## src/rtl/bus_bridge_periph.sv

```systemverilog
// bus_bridge_periph: CPU data-bus responder splitting accesses between DRAM and memory-mapped peripherals
module bus_bridge_periph #(
  parameter int SCAN_DIV = 20000,
  parameter int LED_W    = 24
) (
  input  logic             cpu_clk,
  input  logic             cpu_rst,
  input  logic [31:0]      Bus_addr,
  input  logic             Bus_we,
  input  logic [31:0]      Bus_wdata,
  output logic [31:0]      Bus_rdata,
  output logic [13:0]      dram_addr,
  output logic             dram_we,
  output logic [31:0]      dram_wdata,
  input  logic [31:0]      dram_rdata,
  input  logic [LED_W-1:0] sw,
  input  logic [4:0]       button,
  output logic [LED_W-1:0] led,
  output logic [7:0]       dig_en,
  output logic [7:0]       dig_seg
);
  localparam int CW = $clog2(SCAN_DIV);
  localparam logic [7:0] SEG [16] = '{8'hC0, 8'hF9, 8'hA4, 8'hB0, 8'h99, 8'h92, 8'h82, 8'hF8,
                                      8'h80, 8'h90, 8'h88, 8'h83, 8'hC6, 8'hA1, 8'h86, 8'h8E};
  logic [LED_W-1:0] r_led, r_sw1, r_sw2;
  logic [4:0]       r_btn1, r_btn2;
  logic [31:0]      r_tube, r_timer;
  logic [CW-1:0]    r_scan_cnt;
  logic [2:0]       r_dig_idx;
  logic             w_win, w_wr, w_unused;
  logic [11:0]      w_off;
  logic [3:0]       w_nib;
  assign w_win      = Bus_addr[31:12] == 20'hFFFFF;
  assign w_off      = Bus_addr[11:0];
  assign w_wr       = Bus_we & w_win;
  assign w_unused   = &{1'b0, Bus_addr[1:0]};
  assign dram_addr  = Bus_addr[15:2];
  assign dram_wdata = Bus_wdata;
  assign dram_we    = Bus_we & ~w_win;
  assign led        = r_led;
  assign w_nib      = r_tube[{r_dig_idx, 2'b00} +: 4];
  assign dig_en     = ~(8'b1 << r_dig_idx);
  assign dig_seg    = SEG[w_nib];
  // zero-latency read mux: DRAM outside the window, register file inside it
  always_comb begin
    Bus_rdata = !w_win           ? dram_rdata :
                w_off == 12'h000 ? r_tube :
                w_off == 12'h020 ? r_timer :
                w_off == 12'h060 ? 32'(r_led) :
                w_off == 12'h070 ? 32'(r_sw2) :
                w_off == 12'h078 ? 32'(r_btn2) : 32'h0;
  end
  // writable peripheral registers; the timer free-runs unless loaded
  always_ff @(posedge cpu_clk or posedge cpu_rst) begin
    if (cpu_rst) begin
      r_led   <= '0;
      r_tube  <= '0;
      r_timer <= '0;
    end else begin
      if (w_wr && w_off == 12'h060) r_led <= Bus_wdata[LED_W-1:0];
      if (w_wr && w_off == 12'h000) r_tube <= Bus_wdata;
      r_timer <= (w_wr && w_off == 12'h020) ? Bus_wdata : r_timer + 32'd1;
    end
  end
  // two-flop synchronisers for the asynchronous switch and button pins
  always_ff @(posedge cpu_clk or posedge cpu_rst) begin
    if (cpu_rst) begin
      r_sw1  <= '0;
      r_sw2  <= '0;
      r_btn1 <= '0;
      r_btn2 <= '0;
    end else begin
      r_sw1  <= sw;
      r_sw2  <= r_sw1;
      r_btn1 <= button;
      r_btn2 <= r_btn1;
    end
  end
  // display scan: each digit is lit for SCAN_DIV cycles, then the next one
  always_ff @(posedge cpu_clk or posedge cpu_rst) begin
    if (cpu_rst) begin
      r_scan_cnt <= '0;
      r_dig_idx  <= '0;
    end else begin
      r_scan_cnt <= (r_scan_cnt == CW'(SCAN_DIV - 1)) ? '0 : r_scan_cnt + 1'b1;
      if (r_scan_cnt == CW'(SCAN_DIV - 1)) r_dig_idx <= r_dig_idx + 3'd1;
    end
  end
endmodule
```

## config.mk

```make
export PLATFORM = sky130hd
export DESIGN_NAME = bus_bridge_periph
export DESIGN_NICKNAME = d
export VERILOG_FILES = /design/src/rtl/bus_bridge_periph.sv
export SDC_FILE = /design/constraint.sdc
export NUM_CORES = 1
export LEC_CHECK = 0
export BUFFER_PORTS_ARGS = -buffer_cell sky130_fd_sc_hd__buf_2
export CAP_MARGIN = 20
export CELL_PAD_IN_SITES_DETAIL_PLACEMENT = 0
export CELL_PAD_IN_SITES_GLOBAL_PLACEMENT = 2
export CORE_MARGIN = 2
export CORE_UTILIZATION = 35
export DETAILED_ROUTE_END_ITERATION = 10
export GPL_TIMING_DRIVEN = 0
export PLACE_DENSITY = 0.85
export SKIP_CTS_REPAIR_TIMING = 1
export SLEW_MARGIN = 30
export SYNTH_ARGS = -nofsm -noshare
export SYNTH_HDL_FRONTEND = slang
export SYNTH_SLANG_ARGS = --single-unit
```

## constraint.sdc

```tcl
create_clock -name cpu_clk -period 7.8 [get_ports cpu_clk]
set_input_delay 0.78 -clock cpu_clk [delete_from_list [all_inputs] [get_ports cpu_clk]]
set_output_delay 0.78 -clock cpu_clk [all_outputs]
set_load 0.02 [all_outputs]
```

==> impl_metrics.csv, run 1 <==
group,metric,value,unit
cts,cts_buffer_depth,2,
yosys,synth_nets,930,
yosys,yosysUniqueCellTypes,43,
critical_path,worstSetupStartpointType,"input port",
sta,max_freq,0.226,GHz
pwr,leakagePower,5.26,nW
sta,hold_slack,229,ps
route,postRouteAntennaNets,0,
critical_path,critPathKind,"input port to primary output",
sta,period_share,56.8,%
pwr,swShare,27.0,%
sta,hold_viol_final,0,
cts,clkLatencyLatePin,430,ps
cells_and_area,areaGrowthSynthToFinish,26.9,%
route,wl_per_cell,18.4,um
yosys,synthCells,788,
route,wirelength,25500,um
die,start_util,35.8,%
cells_and_area,fillers,2343,
yosys,postSynth.asyncResetShare,100,%
placed_design,gp_congestion,0.834,
pwr,p_int,1.36,mW
die,die_area,25300,um2
global_routing,grt_pass1_vias,7086,
critical_path,crit_chain,"buf_2, or4_1, or2_0, clkbuf_2, nor2_1, clkbuf_1, a32oi_1, o21ai_0, buf_2",
cells_and_area,final_cell_area,10700,um2
die,die_h,159,um
pwr,pwr-share-comb,8.9,%
pwr,vdd_drop_max,0.000119,V
cts,numCtsBuffers,17,
die,die_w,159,um
cells_and_area,antenna_cells,0,
global_routing,overflow,0,
route,drt_iter0_drc,419,
critical_path,worstPathArrival,3650,ps
global_routing,grt_start_max_net_pins,92,
sta,worst-slew-pin-transition,1050,ps
sta,period_needed,4430,ps
sta,setup_violations,0,
route,drc,0,
critical_path,max_stage_delay,610,ps
cells_and_area,fin_nets,1194,
yosys,synth_edf_count,0,
yosys,yosys_warnings,0,
pwr,pwr-share-clk,44.5,%
sta,setup_slack,3370,ps
global_routing,antenna_found_initial,0,
die,ios,247,
route,drtPass1Iterations,5,
outcome,outcome,"finished, final reports clean",
yosys,ys.flop_type,"dfrtp_1",
pwr,power.density,174,nW/um2
sta,maxSlewHeadroom,30.1,%
sta,finClkSkew,8.85,ps
critical_path,cp.required,7020,ps
die,placementRows,56,
placed_design,place_area,10100,um2
critical_path,r2r_setup_slack,5460,ps
sta,tns,0,ps
sta,rsz0062_at_grt,"no",
critical_path,cp_slowest_cell,"clkbuf_1",
pwr,p_sw,503,uW
cells_and_area,layout-drive-gt1-share,38.1,%
cts,htreeDepth,4,
critical_path,cp-end-kind,"primary output",
pwr,seq_power_share,46.7,%
route,viasPerCell,5.01,
critical_path,cp_max_fo,10,
placed_design,dpl.hpwl,19200,um
run,max-cap-violations,0,
global_routing,grt_use_total,20.5,%
sta,drv_slew,0,
die,core,23500,um2
hold_path,hp-class,"input port to async pin",
placed_design,pre_cts_slack,3390,ps
global_routing,grt_pass1_wl,40500,um
yosys,ys_seq_elements,164,
route,vias,6933,
yosys,synth_area,8420,um2
cts,cts_tree,"done",
placed_design,port_buffers,243,
cts,path_clk_slew,70,ps
cts,cts_root_buf,"clkbuf_16",
critical_path,critical_path.most_common_cell,"buf_2",
yosys,syn_area_per_cell,10.7,um2
yosys,synth_seq_area_share,48.7,%
cts,cts.sinks,164,
cells in the mapped netlist, drive strengths merged (19+ instances only):
master,instances,area share (%)
dfrtp,164,49
nand2,81,3.6
mux2,63,9.8
nor2,57,2.5
buf,54,4.8
a22oi,47,4.2
nand3,40,2.5
clkbuf,37,1.7
a21oi,32,1.9
xor2,26,2.7
nand4,25,1.9
o21ai,21,1.2
o22ai,19,1.4
worst paths after layout:
path | startpoint | to | cells after the start
worst max-delay path | Bus_addr[9] | Bus_rdata[4] | 9
worst max register to register | r_timer[6] | r_timer[28] | 7
min in group cpu_clk | r_sw1[5] | r_sw2[5] | 0
worst min register to register | r_sw1[5] | r_sw2[5] | 0
worst min-delay path | cpu_rst | r_sw1[1] | 2
max in group asynchronous | cpu_rst | r_sw2[11] | 4
state kept, by name (all words and copies together), names as in the netlist:
name and flops:
led 24, r_btn1 5, r_btn2 5, r_dig_idx 3, r_scan_cnt 15, r_sw1 24, r_sw2 24, r_timer 32
r_tube 32
through the flow:
step	power (mW)	std cells	util (%)
floorplan	0.972	788	-
global placement	1.05	1350	42.6
detailed placement	1.05	1352	42.9
CTS	1.88	1384	45.4
global route	1.94	1384	45.4
finish	1.86	1384	45.4
placed cells by master (no fill, tap or decap), types with 26 or more instances in the layout:
| master | n |
|---|---|
| nor2_1 | 57 |
| buf_2 | 243 |
| xor2_1 | 26 |
| a21oi_1 | 32 |
| a22oi_1 | 47 |
| nand2_1 | 81 |
| mux2_2 | 33 |
| buf_4 | 47 |
| clkbuf_1 | 36 |
| dfrtp_1 | 164 |
| mux2_4 | 30 |
| nand3_1 | 39 |
kinds of logic after synthesis:
logic type               share of synthesized area, %
other                                          0.0445
flip-flops                                       48.7
adder cells (fa/ha/maj)                          2.08
buffers and inverters                            6.92
XOR/XNOR                                         4.58
AND/OR/NAND/NOR                                  14.2
AO/OA/AOI/OAI                                    9.76
multiplexers                                     13.7
power by group through the flow:
stage                     sequential, mW  combinational, mW  clock [mW]
after floorplan                    0.884             0.0877           0
after global placement             0.887              0.162           0
after detailed placement           0.887              0.168           0
after CTS                          0.870              0.168       0.846
after global routing               0.871              0.182       0.889
final                              0.870              0.165       0.828
critical path: cells and delay by family:
kind                   cells  cell delay [ps]
buffers and inverters      4             1060
AO/OA/AOI/OAI              2              470
AND/OR/NAND/NOR            3             1330
final cells by class:
cell class | count | area [um2] | share of cell area, %
multi-input combinational | 522 | 3740 | 35.0
sequential | 164 | 4100 | 38.4
tap | 319 | 399 | 3.73
inverter | 11 | 48.8 | 0.457
timing repair buffer | 245 | 1270 | 11.9
buffer | 91 | 542 | 5.07
clock buffer | 17 | 425 | 3.98
clock inverter | 15 | 156 | 1.46
layer usage:
layer	global-route usage (%)	part of all wire, %	up-vias
met1	27.1	44	3380
met3	4.27	5.7	23
met2	34.6	49	249
li1	-	-	3281
met5	0	0	-
met4	4.55	1.2	0
No activity file was read; power rests on OpenSTA's default activity.
==> run 2: changes to the inputs <==
- ABC_AREA: unset -> 1
- CORE_UTILIZATION: 35 -> 29
- PLACE_DENSITY: 0.85 -> 0.79
- clock period: 7.8 -> 4.4 ns (I/O delays scaled with it)
==> run 2 against run 1 <==
Area after synthesis rose by 5.3%. Clock skew rose by 1.9 ps. Register-to-register slack got worse by 3100 ps. Largest power group is now the clock network. Sequential share of layout area fell by 2.2 points. Critical path type is now flop to primary output.
==> impl_metrics.csv, run 2 <==
group,metric,value,unit
cts,cts_buffer_depth,2,
yosys,synth_area_leaders,"dfrtp_1 (46%), nand2_1 (15%), inv_1 (4.9%)",
placed_design,pre_cts_slack,1380,ps
die,placementRows,64,
die,ios,247,
cells_and_area,layout_common_cells,"nand2_1 (364), buf_2 (260), dfrtp_1 (164)",
sta,max_freq,0.287,GHz
cells_and_area,antenna_cells,0,
critical_path,critPathKind,"flop to primary output",
yosys,synthXorXnorAreaFrac,2.37,%
global_routing,grt_pass1_vias,8358,
yosys,synth_top_cell_area_share,46.3,%
cells_and_area,areaGrowthSynthToFinish,27.9,%
route,postRouteAntennaNets,0,
die,die_w,179,um
cts,cts_root_buf,"clkbuf_16",
sta,hold_viol_final,0,
sta,drv_slew,0,
yosys,postSynth.asyncResetShare,100,%
critical_path,crit_family,"compound AO/OA/AOI/OAI gates",
route,viasPerCell,4.71,
cells_and_area,fin_nets,1584,
yosys,syn_area_per_cell,7.57,um2
global_routing,antenna_found_initial,1,
sta,setup_violations,0,
critical_path,cp.required,3960,ps
hold_path,hp-class,"input port to flop",
placed_design,dpl.hpwl,27200,um
yosys,ys_seq_elements,164,
cts,cts.sinks,164,
yosys,synthCells,1171,
yosys,synth_simple_gate_area_share,28.9,%
die,start_util,29.2,%
outcome,outcome,"finished, final reports clean",
die,die_h,179,um
yosys,synthTopCellsByCount,"nand2_1 (364), dfrtp_1 (164), inv_1 (116)",
yosys,synth_edf_count,0,
critical_path,cp_slowest_cell,"o21ai_0",
global_routing,grt_start_max_net_pins,29,
route,drtPass1Iterations,5,
cells_and_area,fillers,3277,
route,drt_iter0_drc,651,
yosys,synthAdderAreaFrac,1.98,%
yosys,synth_area_leader_cell,"dfrtp_1",
sta,finClkSkew,10.8,ps
yosys,ys.flop_type,"dfrtp_1",
yosys,synth_area,8870,um2
global_routing,grt_use_total,21.8,%
cts,clkLatencyLatePin,440,ps
yosys,yosys_warnings,0,
cts,htreeDepth,4,
global_routing,grt_pass1_wl,51000,um
critical_path,max_stage_delay,510,ps
pwr,vdd_drop_max,0.000233,V
critical_path,worstPathArrival,3050,ps
yosys,yosysUniqueCellTypes,36,
yosys,synth_seq_area_share,46.3,%
cts,path_clk_slew,80,ps
critical_path,critPathBufInv,2,
cells_and_area,top_regs,"r_timer: 32 flops, r_tube: 32 flops",
yosys,synth-compound-area-share,9.35,%
sta,setup_slack,912,ps
cells_and_area,final_common_cell,"nand2_1",
placed_design,gp_congestion,0.868,
critical_path,cp-end-kind,"primary output",
cts,cts_tree,"done",
yosys,synthMostInstantiatedCell,"nand2_1",
route,drc,0,
route,vias,8716,
route,wirelength,33900,um
pwr,power.density,298,nW/um2
cts,numCtsBuffers,17,
pwr,leakagePower,5.74,nW
sta,period_share,79.3,%
sta,period_needed,3490,ps
critical_path,crit_chain,"clkbuf_1, nand2_1, o211ai_1, nand2_1, o21ai_0, ha_1, o21ai_0, nand2_1, nand2_1, buf_2",
sta,worst-slew-pin-transition,749,ps
critical_path,worstSetupStartpointType,"flop",
cells_and_area,layout-drive-gt1-share,25.1,%
placed_design,port_buffers,245,
global_routing,overflow,0,
die,die_area,32000,um2
critical_path,critical_path.most_common_cell,"nand2_1",
run,max-cap-violations,0,
route,wl_per_cell,18.3,um
yosys,synth_top_family_by_area,"simple AND/OR/NAND/NOR gates",
sta,rsz0062_at_grt,"no",
yosys,synth_mux_area_share,0,%
sta,tns,0,ps
critical_path,cp_max_fo,10,
die,core,30300,um2
sta,maxSlewHeadroom,49.5,%
yosys,synth_nets,1313,
-- run 2: cells by family after synthesis --
kind of cell / after synthesis
AND/OR/NAND/NOR: 611
buffers and inverters: 205
flip-flops: 164
AO/OA/AOI/OAI: 152
XOR/XNOR: 24
adder cells (fa/ha/maj): 14
other: 1
-- run 2: path summary, 6_finish.rpt --
| check | slack, ps | startpoint | depth (start not counted) | to |
|---|---|---|---|---|
| worst max-delay path | 910 | r_dig_idx[0] | 10 | dig_seg[3] |
| worst min-delay path | 100 | sw[23] | 1 | r_sw1[23] |
| worst max register to register | 2350 | r_timer[2] | 7 | r_timer[15] |
| worst min register to register | 350 | r_btn1[0] | 0 | r_btn2[0] |
| max in group asynchronous | 3090 | cpu_rst | 6 | r_scan_cnt[1] |
| min in group asynchronous | 470 | cpu_rst | 3 | r_sw1[18] |
-- run 2: layout make-up --
class	count	area, um2	share of cell area [%]
Clock inverter	15	190	1.68
Multi-Input combinational cell	802	3780	33.4
Timing Repair Buffer	252	1360	12.0
Inverter	120	454	4.00
Tap cell	396	495	4.37
Buffer	85	532	4.69
Sequential cell	164	4100	36.2
Clock buffer	17	425	3.75
-- run 2: metrics by stage --
stage,hold WS (ps),instances,util [%],cell area [um2],total power [mW]
4_1_cts,-79.6,1850,37.3,11300,3.42
5_1_grt,77.7,1851,37.4,11300,3.51
3_5_place_dp,335,1818,35.3,10700,1.86
3_3_place_gp,334,1812,34.9,10600,1.84
6_report,98.3,1851,37.4,11300,3.38
2_1_floorplan,331,1171,-,8870,1.71
-- run 2: power breakdown --
part	internal (mW)	total (mW)	switching (mW)
logic	0.115	0.282	0.167
registers	1.53	1.54	0.00866
clock network	0.784	1.56	0.777
-- run 2: per-layer routing --
metal / vias to the layer above / track usage, % / routed length, um
li1: 4244 / - / -
met1: 4155 / 30.1 / 15000
met2: 292 / 35.8 / 16300
met3: 25 / 3.73 / 2230
met4: 0 / 4.51 / 445
met5: - / 0 / 0
==> run 3: changes to the inputs <==
- clock period: 4.4 -> 3.3 ns (I/O delays scaled with it)
==> run 3 against run 2 <==
Register-to-register slack got worse by 1100 ps. Worst hold slack improved by 79 ps. Die area did not move. Clock skew barely moved. Highest routed layer unchanged. Non-clock buffer count rose by 29. Cell area rose by 2.6%. Largest power group unchanged.
==> impl_metrics.csv, run 3 (synthesis results as in run 2) <==
group,metric,value,unit
sta,setup_violations,0,
critical_path,r2r-end,"r_timer[31]",
critical_path,crit_end,"dig_seg[3]",
cts,cts_buffer_depth,2,
cts,numCtsBuffers,17,
pwr,leakagePower,5.87,nW
pwr,power.density,390,nW/um2
route,vias,8808,
sta,hold_slack,177,ps
route,wl_per_cell,18.2,um
global_routing,grt_use_total,21.8,%
critical_path,cp_slowest_cell,"dfrtp_1",
sta,setup_slack,275,ps
sta,finClkSkew,11.2,ps
die,start_util,29.2,%
sta,rsz0062_at_grt,"no",
cells_and_area,top_regs,"r_timer: 32 flops, r_tube: 32 flops",
global_routing,grt_pass1_vias,8358,
critical_path,worstPathArrival,2700,ps
cells_and_area,layout_common_cells,"nand2_1 (364), buf_2 (260), dfrtp_1 (164)",
die,ios,247,
cells_and_area,fin_nets,1613,
cells_and_area,layout-drive-gt1-share,24.7,%
critical_path,cp_max_fo,10,
critical_path,crit_family,"compound AO/OA/AOI/OAI gates",
sta,worst-slew-pin-transition,742,ps
critical_path,r2r_setup_slack,1270,ps
cts,cts_root_buf,"clkbuf_16",
die,core,30300,um2
critical_path,cp-end-kind,"primary output",
placed_design,pre_cts_slack,388,ps
cells_and_area,final_common_cell,"nand2_1",
placed_design,port_buffers,245,
route,drtPass1Iterations,5,
placed_design,gp_congestion,0.868,
run,max-cap-violations,0,
route,postRouteAntennaNets,0,
cells_and_area,antenna_cells,0,
cts,clkLatencyLatePin,440,ps
outcome,outcome,"finished, final reports clean",
route,viasPerCell,4.69,
hold_path,hp-class,"input port to flop",
sta,period_needed,3030,ps
placed_design,place_area,10700,um2
sta,period_share,91.7,%
global_routing,antenna_found_initial,1,
hold_path,hp-start,"Bus_wdata[25]",
sta,drv_slew,0,
global_routing,overflow,0,
critical_path,worstSetupStartpointType,"flop",
critical_path,worst_r2r_path_depth,9,
critical_path,critPathKind,"flop to primary output",
cts,htreeDepth,4,
critical_path,crit_start,"r_dig_idx[0]",
critical_path,critical_path.most_common_cell,"nand2_1",
global_routing,grt_start_max_net_pins,29,
critical_path,cp.required,2970,ps
die,die_area,32000,um2
hold_path,hold_depth,3,
sta,hold_viol_final,0,
critical_path,crit_chain,"clkbuf_2, o211ai_1, nand2_1, o21ai_1, ha_1, o21ai_0, nand2_1, nand2_1, buf_2",
critical_path,max_stage_delay,440,ps
cells_and_area,final_core_util,38.3,%
die,placementRows,64,
route,drc,0,
sta,max_freq,0.331,GHz
route,drt_iter0_drc,613,
cts,cts.sinks,164,
route,wirelength,34100,um
placed_design,dpl.hpwl,27200,um
global_routing,grt_pass1_wl,51000,um
die,die_w,179,um
critical_path,critPathBufInv,2,
pwr,vdd_drop_max,0.000313,V
critical_path,path_depth,9,
cells_and_area,final_cell_area,11600,um2
cts,cts_tree,"done",
critical_path,r2r_start,"r_timer[2]",
cells_and_area,areaGrowthSynthToFinish,31.2,%
cts,path_clk_slew,90,ps
sta,maxSlewHeadroom,50.0,%
die,die_h,179,um
-- run 3: cell types whose count changed in the layout (fill, tap and decap cells not counted) --
cell and change:
clkbuf_1 -1, o21ai_1 +1, dlygate4sd3_1 +29, clkbuf_2 +1, o21ai_0 -2, o21ai_2 +1
-- run 3: where the power goes --
| group | internal (mW) | switching, mW | total (mW) |
|---|---|---|---|
| sequential | 2.04 | 0.0116 | 2.06 |
| combinational | 0.175 | 0.227 | 0.403 |
| clock | 1.04 | 1.03 | 2.08 |
| total | 3.26 | 1.27 | 4.54 |
-- run 3: final cells by class --
cell class / instances / area, um2
fillers: 3258 / 18700
clock buffers: 17 / 425
plain buffers: 85 / 533
inverters: 120 / 454
clock inverters: 15 / 190
flip-flops and latches: 164 / 4100
well taps: 396 / 495
repair buffers: 281 / 1650
multi-input cells: 802 / 3790
-- run 3: worst min-delay path by stage --
stage | end | slack, ps
2_1_floorplan | r_btn2[0] | 330
3_3_place_gp | r_sw2[4] | 330
3_5_place_dp | r_sw1[18] | 280
4_1_cts | r_sw1[18] | -190
5_1_grt | r_tube[25] | 180
6_report | r_timer[25] | 180
-- run 3: per-stage QoR --
step	TNS, ps	total power [mW]	std cells
3_5_place_dp	0	2.48	1818
5_1_grt	0	4.71	1880
3_3_place_gp	-46550	2.46	1812
4_1_cts	-140	4.56	1850
6_report	0	4.54	1880
2_1_floorplan	0	2.28	1171
-- run 3: per-layer routing --
layer / GRT usage, % / routed length, um / vias to the layer above / share of wire, %
met4: 4.51 / 408 / 0 / 1.2
met2: 35.8 / 16500 / 273 / 48
met1: 30.1 / 15000 / 4206 / 44
li1: - / - / 4309 / -
met3: 3.73 / 2190 / 20 / 6.4
met5: 0 / 0 / - / 0
-- run 3: worst register-to-register path, delay by kind of cell, from the launching register on --
kind	cells	cell delay, ps
DFF	1	500
and+or+nand+nor	8	1340
AOI/OAI and AO/OA	1	70
